--- src/rtl/lsu_pkg.sv ---
// Shared definitions for the load/store access controller.
//   - RV32I funct3 width codes used on the request and memory sides
//   - controller state encoding
//   - decode helpers: alignment and funct3 legality
package lsu_pkg;

    localparam logic [2:0] F3_B  = 3'b000;
    localparam logic [2:0] F3_H  = 3'b001;
    localparam logic [2:0] F3_W  = 3'b010;
    localparam logic [2:0] F3_BU = 3'b100;
    localparam logic [2:0] F3_HU = 3'b101;

    typedef enum logic [2:0] {
        S_IDLE    = 3'd0,
        S_LD_LO   = 3'd1,
        S_LD_HI   = 3'd2,
        S_ST_BYTE = 3'd3,
        S_RESP    = 3'd4
    } lsu_state_t;

    // Bytes never misalign; halfwords need addr[0]=0, words addr[1:0]=0.
    function automatic logic is_misaligned(input logic [2:0] funct3,
                                           input logic [1:0] off);
        case (funct3)
            F3_H, F3_HU: return off[0];
            F3_W:        return off != 2'b00;
            default:     return 1'b0;
        endcase
    endfunction

    function automatic logic f3_legal(input logic we, input logic [2:0] funct3);
        if (we)
            return funct3 inside {F3_B, F3_H, F3_W};
        return funct3 inside {F3_B, F3_H, F3_W, F3_BU, F3_HU};
    endfunction

endpackage

--- src/rtl/lsu_access_ctrl_load_merge.sv ---
// Combines the two aligned words fetched for a misaligned load.
//   lo, hi  : words at the aligned base address and base+4
//   offset  : original addr[1:0]
//   funct3  : original load width code (lh/lhu/lw)
//   data    : extracted value, sign-extended for lh, zero-extended for lhu
module lsu_load_merge
    import lsu_pkg::*;
(
    input  logic [31:0] lo,
    input  logic [31:0] hi,
    input  logic [1:0]  offset,
    input  logic [2:0]  funct3,
    output logic [31:0] data
);

    logic [31:0] shifted;

    always_comb begin
        shifted = 32'({hi, lo} >> {offset, 3'b000});
        case (funct3)
            F3_H:    data = {{16{shifted[15]}}, shifted[15:0]};
            F3_HU:   data = {16'h0000, shifted[15:0]};
            default: data = shifted;
        endcase
    end

endmodule

--- src/rtl/lsu_access_ctrl.sv ---
// Load/store access controller between execute and byte-addressed memory.
// Takes one request at a time (req_valid/req_ready), issues one or more
// aligned memory operations, and returns load data or an error on
// resp_valid/resp_ready.
//
// Ports:
//   clk, reset        clock, synchronous active-high reset
//   req_*             request: we, funct3, byte addr, store data
//   resp_*            response: extended load data, error flag
//   mem_*             memory op (write strobe, width, addr, wdata) and
//                     combinational read data
//
// Build option: define LSU_MISALIGN_SPLIT_EN to split misaligned
// lh/lhu/lw into two word reads and sh/sw into byte writes. Without it any
// misaligned access answers with resp_err=1 and issues no memory op.
module lsu_access_ctrl
    import lsu_pkg::*;
#(
    parameter int ADDR_WIDTH = 32,
    parameter int DATA_WIDTH = 32
) (
    input  logic                  clk,
    input  logic                  reset,
    input  logic                  req_valid,
    output logic                  req_ready,
    input  logic                  req_we,
    input  logic [2:0]            req_funct3,
    input  logic [ADDR_WIDTH-1:0] req_addr,
    input  logic [DATA_WIDTH-1:0] req_wdata,
    output logic                  resp_valid,
    input  logic                  resp_ready,
    output logic [DATA_WIDTH-1:0] resp_rdata,
    output logic                  resp_err,
    output logic                  mem_wr_en,
    output logic [2:0]            mem_funct3,
    output logic [ADDR_WIDTH-1:0] mem_addr,
    output logic [DATA_WIDTH-1:0] mem_wr_data,
    input  logic [DATA_WIDTH-1:0] mem_rd_data
);

    // Load vs store is carried by the state path, so req_we is not stored.
    lsu_state_t            state_q, state_d;
    logic [2:0]            f3_q, f3_d;
    logic [ADDR_WIDTH-1:0] addr_q, addr_d;
    logic [DATA_WIDTH-1:0] wdata_q, wdata_d;
    logic [DATA_WIDTH-1:0] resp_rdata_q, resp_rdata_d;
    logic                  resp_err_q, resp_err_d;
    logic [ADDR_WIDTH-1:0] word_addr;
    logic                  req_mis;

`ifdef LSU_MISALIGN_SPLIT_EN
    logic                  split_q, split_d;
    logic [1:0]            cnt_q, cnt_d;
    logic [DATA_WIDTH-1:0] lo_q, lo_d;
    logic [DATA_WIDTH-1:0] merged;
    logic [1:0]            cnt_last;

    lsu_load_merge u_merge (
        .lo     (lo_q),
        .hi     (mem_rd_data),
        .offset (addr_q[1:0]),
        .funct3 (f3_q),
        .data   (merged)
    );

    // Only sh/sw are ever split on the store side (2 or 4 byte ops).
    assign cnt_last = (f3_q == F3_H) ? 2'd1 : 2'd3;
`endif

    assign word_addr  = {addr_q[ADDR_WIDTH-1:2], 2'b00};
    assign req_mis    = is_misaligned(req_funct3, req_addr[1:0]);
    assign req_ready  = (state_q == S_IDLE);
    assign resp_valid = (state_q == S_RESP);
    assign resp_rdata = resp_rdata_q;
    assign resp_err   = resp_err_q;

    always_comb begin
        state_d      = state_q;
        f3_d         = f3_q;
        addr_d       = addr_q;
        wdata_d      = wdata_q;
        resp_rdata_d = resp_rdata_q;
        resp_err_d   = resp_err_q;
`ifdef LSU_MISALIGN_SPLIT_EN
        split_d      = split_q;
        cnt_d        = cnt_q;
        lo_d         = lo_q;
`endif
        mem_wr_en    = 1'b0;
        mem_funct3   = 3'b000;
        mem_addr     = '0;
        mem_wr_data  = '0;

        case (state_q)
            S_IDLE: begin
                if (req_valid) begin
                    f3_d         = req_funct3;
                    addr_d       = req_addr;
                    wdata_d      = req_wdata;
                    resp_rdata_d = '0;
                    resp_err_d   = 1'b0;
`ifdef LSU_MISALIGN_SPLIT_EN
                    split_d      = req_mis;
                    cnt_d        = 2'd0;
`endif
                    if (!f3_legal(req_we, req_funct3)) begin
                        resp_err_d = 1'b1;
                        state_d    = S_RESP;
                    end
`ifndef LSU_MISALIGN_SPLIT_EN
                    else if (req_mis) begin
                        resp_err_d = 1'b1;
                        state_d    = S_RESP;
                    end
`endif
                    else begin
                        state_d = req_we ? S_ST_BYTE : S_LD_LO;
                    end
                end
            end

            S_LD_LO: begin
`ifdef LSU_MISALIGN_SPLIT_EN
                if (split_q) begin
                    mem_funct3 = F3_W;
                    mem_addr   = word_addr;
                    lo_d       = mem_rd_data;
                    state_d    = S_LD_HI;
                end else
`endif
                begin
                    // Memory already extracts and extends aligned loads.
                    mem_funct3   = f3_q;
                    mem_addr     = addr_q;
                    resp_rdata_d = mem_rd_data;
                    state_d      = S_RESP;
                end
            end

`ifdef LSU_MISALIGN_SPLIT_EN
            S_LD_HI: begin
                mem_funct3   = F3_W;
                mem_addr     = word_addr + ADDR_WIDTH'(4);
                resp_rdata_d = merged;
                state_d      = S_RESP;
            end
`endif

            S_ST_BYTE: begin
                mem_wr_en = 1'b1;
`ifdef LSU_MISALIGN_SPLIT_EN
                if (split_q) begin
                    mem_funct3  = F3_B;
                    mem_addr    = addr_q + ADDR_WIDTH'(cnt_q);
                    mem_wr_data = {{(DATA_WIDTH-8){1'b0}}, wdata_q[{cnt_q, 3'b000} +: 8]};
                    cnt_d       = cnt_q + 2'd1;
                    if (cnt_q == cnt_last)
                        state_d = S_RESP;
                end else
`endif
                begin
                    mem_funct3  = f3_q;
                    mem_addr    = addr_q;
                    mem_wr_data = wdata_q;
                    state_d     = S_RESP;
                end
            end

            S_RESP: begin
                if (resp_ready)
                    state_d = S_IDLE;
            end

            default: state_d = S_IDLE;
        endcase
    end

    always_ff @(posedge clk) begin
        if (reset) begin
            state_q      <= S_IDLE;
            f3_q         <= 3'b000;
            addr_q       <= '0;
            wdata_q      <= '0;
            resp_rdata_q <= '0;
            resp_err_q   <= 1'b0;
`ifdef LSU_MISALIGN_SPLIT_EN
            split_q      <= 1'b0;
            cnt_q        <= 2'd0;
            lo_q         <= '0;
`endif
        end else begin
            state_q      <= state_d;
            f3_q         <= f3_d;
            addr_q       <= addr_d;
            wdata_q      <= wdata_d;
            resp_rdata_q <= resp_rdata_d;
            resp_err_q   <= resp_err_d;
`ifdef LSU_MISALIGN_SPLIT_EN
            split_q      <= split_d;
            cnt_q        <= cnt_d;
            lo_q         <= lo_d;
`endif
        end
    end

endmodule
--- config.mk ---
export PLATFORM = sky130hd
export DESIGN_NAME = lsu_access_ctrl
export DESIGN_NICKNAME = d
export VERILOG_FILES = /design/src/rtl/lsu_pkg.sv /design/src/rtl/lsu_access_ctrl_load_merge.sv /design/src/rtl/lsu_access_ctrl.sv
export SDC_FILE = /design/constraint.sdc
export NUM_CORES = 1
export LEC_CHECK = 0
export BUFFER_PORTS_ARGS = -buffer_cell sky130_fd_sc_hd__buf_2
export CAP_MARGIN = 20
export CORE_AREA = 2 2 98 100
export CTS_BUF_LIST = sky130_fd_sc_hd__clkbuf_4 sky130_fd_sc_hd__clkbuf_8
export CTS_CLUSTER_SIZE = 30
export DETAILED_ROUTE_END_ITERATION = 8
export DIE_AREA = 0 0 100 102
export MAX_ROUTING_LAYER = met4
export PLACE_DENSITY_LB_ADDON = 0.15
export SLEW_MARGIN = 25
export SYNTH_ARGS = -nofsm -noshare
export SYNTH_HDL_FRONTEND = slang
export SYNTH_SLANG_ARGS = --single-unit
--- constraint.sdc ---
create_clock -name clk -period 2.1 [get_ports clk]
set_input_delay 0.315 -clock clk [delete_from_list [all_inputs] [get_ports clk]]
set_output_delay 0.315 -clock clk [all_outputs]
set_load 0.02 [all_outputs]
* Yosys cells after proc, flatten, opt, wreduce, memory -nomap -nowiden
Index checks and enable logic that the tools add are counted.
Widths: inputs -> output; s select.
** Storage, ports and cells
- Register bits after elaboration :: 103
- Bits of input ports :: 104
- Word-level logic and storage cells :: 48
** Operators by class
- Equal/unequal tests :: 9
- Multiplexer cells :: 22
- Reductions and logical operators :: 11
** Operator list (number)
- $mux 32 :: 3
- $pmux 32 s2 :: 1
- $mux 3 :: 5
- $mux 1 :: 10
- $eq 3x3->1 const B :: 3
- $pmux 3 s3 :: 1
- $eq 3x1->1 const B :: 2
- $eq 3x2->1 const B :: 2
- $logic_not 3->1 :: 2
- $reduce_and 2->1 :: 3
- $reduce_bool 5->1 :: 1
- $reduce_bool 2->1 :: 2
- $reduce_or 2->1 :: 2
- $reduce_bool 3->1 :: 1
- $mux 2 :: 1
- $ne 2x1->1 const B :: 1
- $ne 2x2->1 const B :: 1
- $pmux 1 s2 :: 1

* Longest topological paths before layout
Gate-level depths: netlist (run 1).
- Depth after elaboration :: 9
- Gate-level depth with buffers :: 6

* Worst setup path before layout (run 1)
Ideal clock, no wire load.
- Path type :: register -> output
- Start :: reg state_q[2]
- End :: out mem_addr[10]
- Arrival time :: 1.357 ns
- Setup slack :: 0.428 ns
- Cell stages (with the launch flop) :: 6
- Path buffers :: 3
- Cells stage by stage :: dfxtp_1 -> buf_6 -> and2b_1 -> clkbuf_1 -> clkbuf_1 -> and2_1
** Between the ends
- Longest elaborated chain between the ends :: 3
- Elaborated cells between the ends (all ways) :: 4
- Those cells by class :: eq/ne (2); mux (1); reduce/logical (1)
** RTL lines
- start: declaration :: RTL line lsu_access_ctrl.sv:42 : lsu_state_t state_q, state_d;
- start signal: assignment :: RTL line lsu_access_ctrl.sv:192 : state_q <= state_d;
- $eq 3x2->1 / $eq 3x1->1 (equally long branches) :: RTL line lsu_access_ctrl.sv:94 : case (state_q)
- $reduce_or 2->1 (no line) (*)
- $mux 32 (*) :: RTL line lsu_access_ctrl.sv:94
- end: declaration :: RTL line lsu_access_ctrl.sv:36 : output logic [ADDR_WIDTH-1:0] mem_addr,
Every way passes the cells marked *; elsewhere a longest branch is shown, timed or not.

* Worst setup path in the final report (run 1)
- Start :: reg state_q[0]
- End :: out mem_addr[29]
Same word-level chain as after synthesis.

==> flow_summary.toml, run 1 <==
[sta]
finalHoldWorstSlack_ps = 180
fin_setup_tns_ps = 0
fmax_mhz = 505
tightest_slew_ps = 677
maxSlewHeadroom = 0.549
setup_slack_ps = 122
setup_violations = 0
layout_min_cycle_time_ps = 1980
finClkSkew_ps = 9.49
final-hold-violation-count = 0
rsz0062_at_grt = "no"
fin_crit_sh = 0.942
maxSlewViolCount = 0

[synth]
synth.avg_cell_area_um2 = 7.83
ys_seq_elements = 103
ys_types = 24
yosys_warnings = 0
synth_cells = 537
synth_seq_area_share = 0.490
synth_nets = 641
syn_area_mm2 = 0.00421

[grt]
grt-busiest-layer = "met2"
grt_pass1_vias = 4011
grt_usage = 0.219
use_met2 = 0.384
grt_max_degree = 70
grt_pass1_wl_um = 17400
grtUsageMet1 = 0.244
antenna_found_initial = 0
gr-total-overflow = 0
use_met3 = 0.0499

[routing]
wl_per_cell_um = 13.6
vias = 4226
route.detailed.drc = 0
drtIter0Drc = 163
wirelength_um = 11300
firstDrtPassIters = 4
detail-route-antenna-nets = 0
avgViaCountPerCell = 5.07

[cts]
cts_tree = "yes"
clockRootBuffer = "clkbuf_8"
clock_latency_ps = 360
cts.sinks = 103
clock_tree.buffer_depth = 2
clk_pin_slew_worst_paths_ps = 100
h-tree-depth = 3
cts_buffers = 9
post-cts-setup-buffers = 0

[power_and_ir_drop]
p_total_mw = 3.73
power.switching_mw = 1.03
switching_share = 0.276
vdd_drop_max_mv = 0.333
internal_power_mw = 2.70
p_per_area_mw_per_mm2 = 693
clockPowerShare = 0.294
p_seq_frac = 0.567
power.leakage_nw = 2.65
pwr-share-comb = 0.140

[floorplan]
dieArea_mm2 = 0.0102
core_area_mm2 = 0.00911
initial_utilization = 0.462
ios = 207
dieHeight_um = 102
die_w_um = 100
fp-row-count = 35

[place]
dp_hpwl_um = 7620
finalWeightedCongestion = 0.835
numPortBuffers = 206
placed_area_mm2 = 0.00521
dp_slack_ps = 196
place_inst = 816

[finish]
antenna_cells = 0
post-route-util = 0.592
multi_input_area_mm2 = 0.00189
design_area_mm2 = 0.00539
fin_cells = 833
final_nets = 821
drive_gt1_frac = 0.334
area_growth_pct = 28.1
num-fill-cells = 892
seq_area_mm2 = 0.00206

[critical_path]
required_ps = 1780
cp-start-kind = "flip-flop"
cp_max_fo = 34
cp.arrival_ps = 1660
endpoint_kind = "primary output"
critPathKind = "reg2out"

[hold_path]
hold_path.class = "in2reg"

[run_status]
status = "finished, final reports clean"

[job]
max_cap_viol_count = 0
worst max-delay path, cell delays in order, from the launching register on:
cell and delay [ps]:
dfxtp_1 400, and2b_2 520, and2_1 220, buf_2 160
power groups by stage:
stage,sequential (mW),clock (mW),combinational (mW)
2_1_floorplan,2.16,0,0.348
3_3_place_gp,2.16,0,0.512
3_5_place_dp,2.16,0,0.523
4_1_cts,2.12,1.14,0.525
5_1_grt,2.13,1.22,0.588
6_report,2.12,1.10,0.521
area by class of cell:
cell class	count	share of cell area
inverters	1	0.000697
repair buffers	216	0.208
clock inverters	6	0.00697
flip-flops and latches	103	0.383
clock buffers	10	0.0244
well taps	111	0.0258
multi-input cells	386	0.351
path summary, 6_finish.rpt:
check | start | to | slack (ps) | depth (start not counted)
max reg2reg | state_q[2] | state_q[1] | 310 | 4
min reg2reg | addr_q[31] | addr_q[31] | 450 | 2
min | req_addr[11] | addr_q[11] | 180 | 3
max | state_q[0] | mem_addr[29] | 120 | 3
state kept, by name, indices dropped and copies added (netlist names):
signal and flops:
resp_rdata 32, f3_q 3, addr_q 32, state_q 3
wdata_q 32, resp_err 1
placed cells by master, fill, tap and decap left out, drive strengths merged:
master | netlist | layout
buf | 18 | 216
nand2 | 167 | 167
dfxtp | 103 | 103
a21oi | 101 | 101
and2 | 37 | 37
and3 | 33 | 33
nand3 | 33 | 33
clkbuf | 30 | 10
clkinv | 0 | 3
clkinvlp | 0 | 3
and2b | 1 | 2
nor3 | 2 | 2
nor3b | 2 | 2
nor4b | 2 | 2
or4b | 1 | 1
or3b | 1 | 1
a221o | 1 | 1
or4 | 1 | 1
nor2 | 1 | 1
nor2b | 1 | 1
inv | 1 | 1
o31a | 1 | 1
cells by family after synthesis:
group | Yosys count | synth area share
and+or+nand+nor | 282 | 0.321
DFF | 103 | 0.490
AOI/OAI and AO/OA | 103 | 0.125
buffers and inverters | 49 | 0.0640
cells in the mapped netlist:
master	number	area, um2
or4b_4	1	13.8
nor3_2	1	10.0
nor2_1	1	3.75
inv_1	1	3.75
buf_6	10	113
and2_1	37	231
dfxtp_1	103	2060
or4_1	1	7.51
and2b_1	1	7.51
nor4b_2	1	15.0
buf_2	8	40.0
a21oi_1	101	505
nor3b_1	1	7.51
clkbuf_1	30	113
nand2_1	167	627
nor2b_1	1	6.26
nor4b_4	1	23.8
nand3_1	33	165
nor3_1	1	5.00
a221o_1	1	10.0
and3_1	33	206
nor3b_2	1	12.5
o31a_1	1	8.76
or3b_2	1	8.76
metal layers:
layer,routed length [um],vias to the layer above,part of all wire
li1,-,2120,-
met1,4850,1931,0.43
met2,5480,152,0.48
met3,737,23,0.065
met4,257,0,0.023
met5,0,-,0
timing repair:
action	in CTS	in global routing
endpoints found under the hold margin	0	0
gates resized for setup	1	2
setup endpoints to repair	68	68
cloned	0	1
hold buffers	0	0
Note: power is estimated with default switching activity, not from simulation.
==> inputs of run 2 (changes only) <==
--- a/config.mk
+++ b/config.mk
@@ -7,2 +7,3 @@
 export LEC_CHECK = 0
+export ABC_CLOCK_PERIOD_IN_PS = 2100
 export BUFFER_PORTS_ARGS = -buffer_cell sky130_fd_sc_hd__buf_2
==> constraint.sdc (replaced) <==
create_clock -name clk -period 2.1 [get_ports clk]
set_input_delay 0.105 -clock clk [delete_from_list [all_inputs] [get_ports clk]]
set_output_delay 0.105 -clock clk [all_outputs]
set_load 0.02 [all_outputs]
==> run 2 against run 1 <==
  * Combinational power grew 29%
  * Critical path depth unchanged
  * Clock skew about the same
  * Power up 5.1%
  * Non-clock buffer count increased by 96
  * Clock power about the same
  * Cell count increased by 12%
  * Global-route usage rose by 2.8 points
  * Worst hold slack worse by 150 ps
  * Largest power group unchanged
  * Via count grew 11%
==> flow_summary.toml, run 2 (same netlist as run 1, synthesis figures left out) <==
[finish]
design_area_mm2 = 0.00638
final_nets = 917
antenna_cells = 0
final_cell_mix = "buf_2 (205), nand2_1 (167), dfxtp_1 (103)"
mostFrequentLayoutCell = "buf_2"
drive_gt1_frac = 0.291
fin_cells = 929
area_growth_pct = 51.7
num-fill-cells = 720

[floorplan]
ios = 207
dieArea_mm2 = 0.0102
dieHeight_um = 102
core_area_mm2 = 0.00911
die_w_um = 100
initial_utilization = 0.462
fp-row-count = 35

[critical_path]
cp_max_fo = 34
r2r_start = "state_q[0]"
reg2reg_depth = 3
slowest_delay_ps = 570
critPathKind = "reg2out"
cp.arrival_ps = 1840
required_ps = 2000
crit_chain = "and2b_2 -> and2_1 -> buf_2"
crit_buf_inv = 1
reg2reg_setup_slack_ps = 370
crit_slowest_cell = "and2b_2"
r2r_end = "resp_rdata[25]"
cp-start-kind = "flip-flop"
cp_top_family = "simple AND/OR/NAND/NOR gates"
endpoint_kind = "primary output"

[place]
numPortBuffers = 206
place_inst = 814
dp_hpwl_um = 7540
finalWeightedCongestion = 0.774
placed_area_mm2 = 0.00522

[power_and_ir_drop]
vdd_drop_max_mv = 0.335
p_per_area_mw_per_mm2 = 615
power.leakage_nw = 3.06

[cts]
h-tree-depth = 3
clk_pin_slew_worst_paths_ps = 90
clock_latency_ps = 350
clockRootBuffer = "clkbuf_8"
cts_tree = "yes"
cts_buffers = 9
cts.sinks = 103
clock_tree.buffer_depth = 2

[hold_path]
hp-start = "req_addr[0]"
holdPathStages = 3
whs_endpoint = "addr_q[0]"
hold_path.class = "in2reg"

[sta]
fin_crit_sh = 0.927
maxSlewHeadroom = 0.546
rsz0062_at_grt = "no"
tightest_slew_ps = 681
finalHoldWorstSlack_ps = 28.2
maxSlewViolCount = 0
fmax_mhz = 514
fin_setup_tns_ps = 0
layout_min_cycle_time_ps = 1950
final-hold-violation-count = 0
setup_violations = 0
finClkSkew_ps = 9.70

[routing]
avgViaCountPerCell = 5.06
detail-route-antenna-nets = 0
vias = 4699
drtIter0Drc = 175
wirelength_um = 12900
route.detailed.drc = 0
firstDrtPassIters = 4
wl_per_cell_um = 13.9

[grt]
grt_pass1_vias = 4431
grt_usage = 0.247
grt_pass1_wl_um = 19900
gr-total-overflow = 0
grt_max_degree = 70
antenna_found_initial = 0

[run_status]
status = "finished, final reports clean"

[job]
max_cap_viol_count = 0
-- run 2: worst min-delay path, delay by kind of cell --
kind                   cells  cell delay, ps
and+or+nand+nor            1              60
AOI/OAI and AO/OA          1              50
buffers and inverters      1             120
-- run 2: metal layers --
metal	up-vias	track usage	wire, um
met1	2169	0.281	5240
li1	2309	-	-
met3	35	0.0458	835
met2	186	0.428	6490
met4	0	0.105	358
met5	-	-	0
-- run 2: worst max-delay path by stage --
stage,startpoint,end,slack (ps),depth (start not counted)
global placement,state_q[2],mem_wr_data[1],360,3
detailed placement,state_q[0],mem_wr_data[7],230,3
global route,state_q[0],mem_addr[28],40,3
CTS,state_q[2],mem_wr_data[19],60,3
finish,state_q[0],mem_addr[24],150,3
floorplan,state_q[2],resp_rdata[20],600,6
-- run 2: what timing repair did --
item / in CTS / in global routing
cloned: 0 / 1
hold endpoints to repair: 98 / 0
hold buffers: 98 / 0
endpoints found under the setup margin: 68 / 51
buffers inserted: 0 / 0
gates resized for setup: 1 / 1
-- run 2: where the power goes --
group          internal [mW]  switching [mW]
registers               2.06          0.0609
logic                  0.327           0.347
clock network          0.434           0.691
total                   2.82            1.10
-- run 2: final cells by class --
class / instances / area [um2] / area share
Inverter: 1 / 3.75 / 0.000588
Multi-Input combinational cell: 386 / 1890 / 0.297
Clock inverter: 7 / 47.5 / 0.00745
Clock buffer: 9 / 124 / 0.0194
Tap cell: 111 / 139 / 0.0218
Sequential cell: 103 / 2060 / 0.323
Timing Repair Buffer: 312 / 2110 / 0.331
-- run 2: per-stage QoR --
step	power, mW	setup slack, ps	utilization
after floorplan	2.51	603	-
after CTS	3.94	62.8	0.700
after detailed placement	2.69	230	0.573
after global placement	2.68	358	0.573
after global routing	4.11	40.2	0.701
final	3.92	153	0.701
==> inputs of run 3 (changes only) <==
==> constraint.sdc (replaced) <==
create_clock -name clk -period 2.1 [get_ports clk]
set_input_delay 0.21 -clock clk [delete_from_list [all_inputs] [get_ports clk]]
set_output_delay 0.21 -clock clk [all_outputs]
set_load 0.02 [all_outputs]
==> run 3 against run 2 <==
  * Worst hold slack improved by 51 ps
  * Fmax fell by 1.3%
  * First-iteration DRC count fell by 10%
  * Non-clock buffer count fell by 96
  * Utilization fell by 10 points
  * Sequential power barely moved
  * Via count fell by 11%
  * Cell count fell by 10%
  * Register-to-register slack improved by 50 ps
  * Largest cell class is now flip-flops and latches
==> flow_summary.toml, run 3 (same netlist as run 1, synthesis figures left out) <==
[grt]
grt_pass1_wl_um = 17400
grt_usage = 0.215
antenna_found_initial = 0
grt_max_degree = 53
grt_pass1_vias = 3932
gr-total-overflow = 0

[cts]
post-cts-setup-buffers = 0
cts_tree = "yes"
cts.sinks = 103
clk_pin_slew_worst_paths_ps = 90
cts_buffers = 9
clockRootBuffer = "clkbuf_8"
h-tree-depth = 3
clock_latency_ps = 360
clock_tree.buffer_depth = 2
ctsResizeCount = 0
cts_hold_buffers = 0

[hold_path]
hp-start = "mem_rd_data[24]"
hold_path.class = "in2reg"
whs_endpoint = "resp_rdata[24]"
holdPathStages = 3

[place]
finalWeightedCongestion = 0.743
numPortBuffers = 206
dp_hpwl_um = 7640
placed_area_mm2 = 0.00525

[sta]
setup_violations = 0
tightest_slew_ps = 665
fmax_mhz = 507
fin_setup_tns_ps = 0
fin_crit_sh = 0.939
finClkSkew_ps = 11.4
final-hold-violation-count = 0
layout_min_cycle_time_ps = 1970
maxSlewViolCount = 0
maxSlewHeadroom = 0.556
rsz0062_at_grt = "no"

[floorplan]
dieHeight_um = 102
die_w_um = 100
initial_utilization = 0.462
ios = 207
core_area_mm2 = 0.00911
dieArea_mm2 = 0.0102
fp-row-count = 35

[power_and_ir_drop]
vdd_drop_max_mv = 0.308
p_per_area_mw_per_mm2 = 735
power.leakage_nw = 2.69

[critical_path]
endpoint_kind = "primary output"
r2r_start = "state_q[2]"
reg2reg_depth = 4
reg2reg_setup_slack_ps = 420
cp.arrival_ps = 1760
crit_buf_inv = 2
crit_slowest_cell = "dfxtp_1"
cp-start-kind = "flip-flop"
critPathKind = "reg2out"
cp_top_family = "flip-flops"
crit_chain = "and2b_2 -> buf_4 -> and3_1 -> buf_2"
slowest_delay_ps = 530
cp_max_fo = 25
required_ps = 1890
r2r_end = "resp_rdata[13]"

[finish]
final_cell_mix = "buf_2 (205), nand2_1 (167), dfxtp_1 (103)"
design_area_mm2 = 0.00547
num-fill-cells = 863
antenna_cells = 0
area_growth_pct = 30.1
final_nets = 820
drive_gt1_frac = 0.331
mostFrequentLayoutCell = "buf_2"

[routing]
vias = 4172
firstDrtPassIters = 5
avgViaCountPerCell = 5.01
drtIter0Drc = 157
wl_per_cell_um = 13.2
route.detailed.drc = 0
wirelength_um = 11000
detail-route-antenna-nets = 0

[run_status]
status = "finished, final reports clean"

[job]
max_cap_viol_count = 0
[run 3: changes by cell type in the layout (fill, tap and decap cells not counted), sizes merged]
cell,previous run,this run
and2b,2,1
buf,214,216
bufinv,0,2
clkbuf,9,11
clkinv,3,2
clkinvlp,2,1
dlygate4sd3,98,0
inv,3,1
[run 3: per-layer routing]
metal | GRT usage | share of wire | vias up
met4 | 0.0695 | 0.013 | 0
met1 | 0.250 | 0.42 | 1907
met3 | 0.0534 | 0.068 | 13
met5 | - | 0 | -
met2 | 0.369 | 0.49 | 140
li1 | - | - | 2112
[run 3: final cells by class]
class / instances / area [um2] / share of cell area
Tap cell: 111 / 139 / 0.0254
Inverter: 1 / 3.75 / 0.000686
Timing Repair Buffer: 216 / 1160 / 0.212
Clock inverter: 5 / 81.3 / 0.0149
Clock buffer: 11 / 145 / 0.0265
Sequential cell: 103 / 2060 / 0.377
Multi-Input combinational cell: 385 / 1880 / 0.344
[run 3: tightest hold or removal path, stage by stage]
cell and delay [ps]:
buf_2 90, nand2_1 40, a21oi_1 50
[run 3: how the worst max path moves through the flow]
stage / endpoint / startpoint / slack (ps) / depth (start not counted)
6_report: mem_wr_data[21] / state_q[2] / 130 / 4
2_1_floorplan: mem_addr[10] / state_q[2] / 530 / 5
4_1_cts: mem_wr_data[16] / state_q[2] / 100 / 4
3_5_place_dp: resp_rdata[12] / state_q[2] / 420 / 4
5_1_grt: mem_wr_data[21] / state_q[2] / 40 / 4
3_3_place_gp: resp_rdata[27] / state_q[2] / 460 / 4
[run 3: metrics by stage]
step           instances  total power [mW]   util  setup slack (ps)  hold WS [ps]
4_1_cts              832              4.07  0.601               102          60.5
5_1_grt              832              4.22  0.601              40.1          52.4
3_5_place_dp         816              2.69  0.576               422           442
2_1_floorplan        537              2.51      -               533           346
3_3_place_gp         816              2.68  0.576               459           437
6_report             832              4.02  0.601               127          78.8
[run 3: power breakdown]
part           switching (mW)  internal, mW  leakage (nW)  total, mW
Combinational           0.317         0.210          1.73      0.527
Clock                   0.660         0.718         0.113       1.38
Sequential             0.0534          2.06         0.842       2.12
Total                    1.03          2.99          2.69       4.02
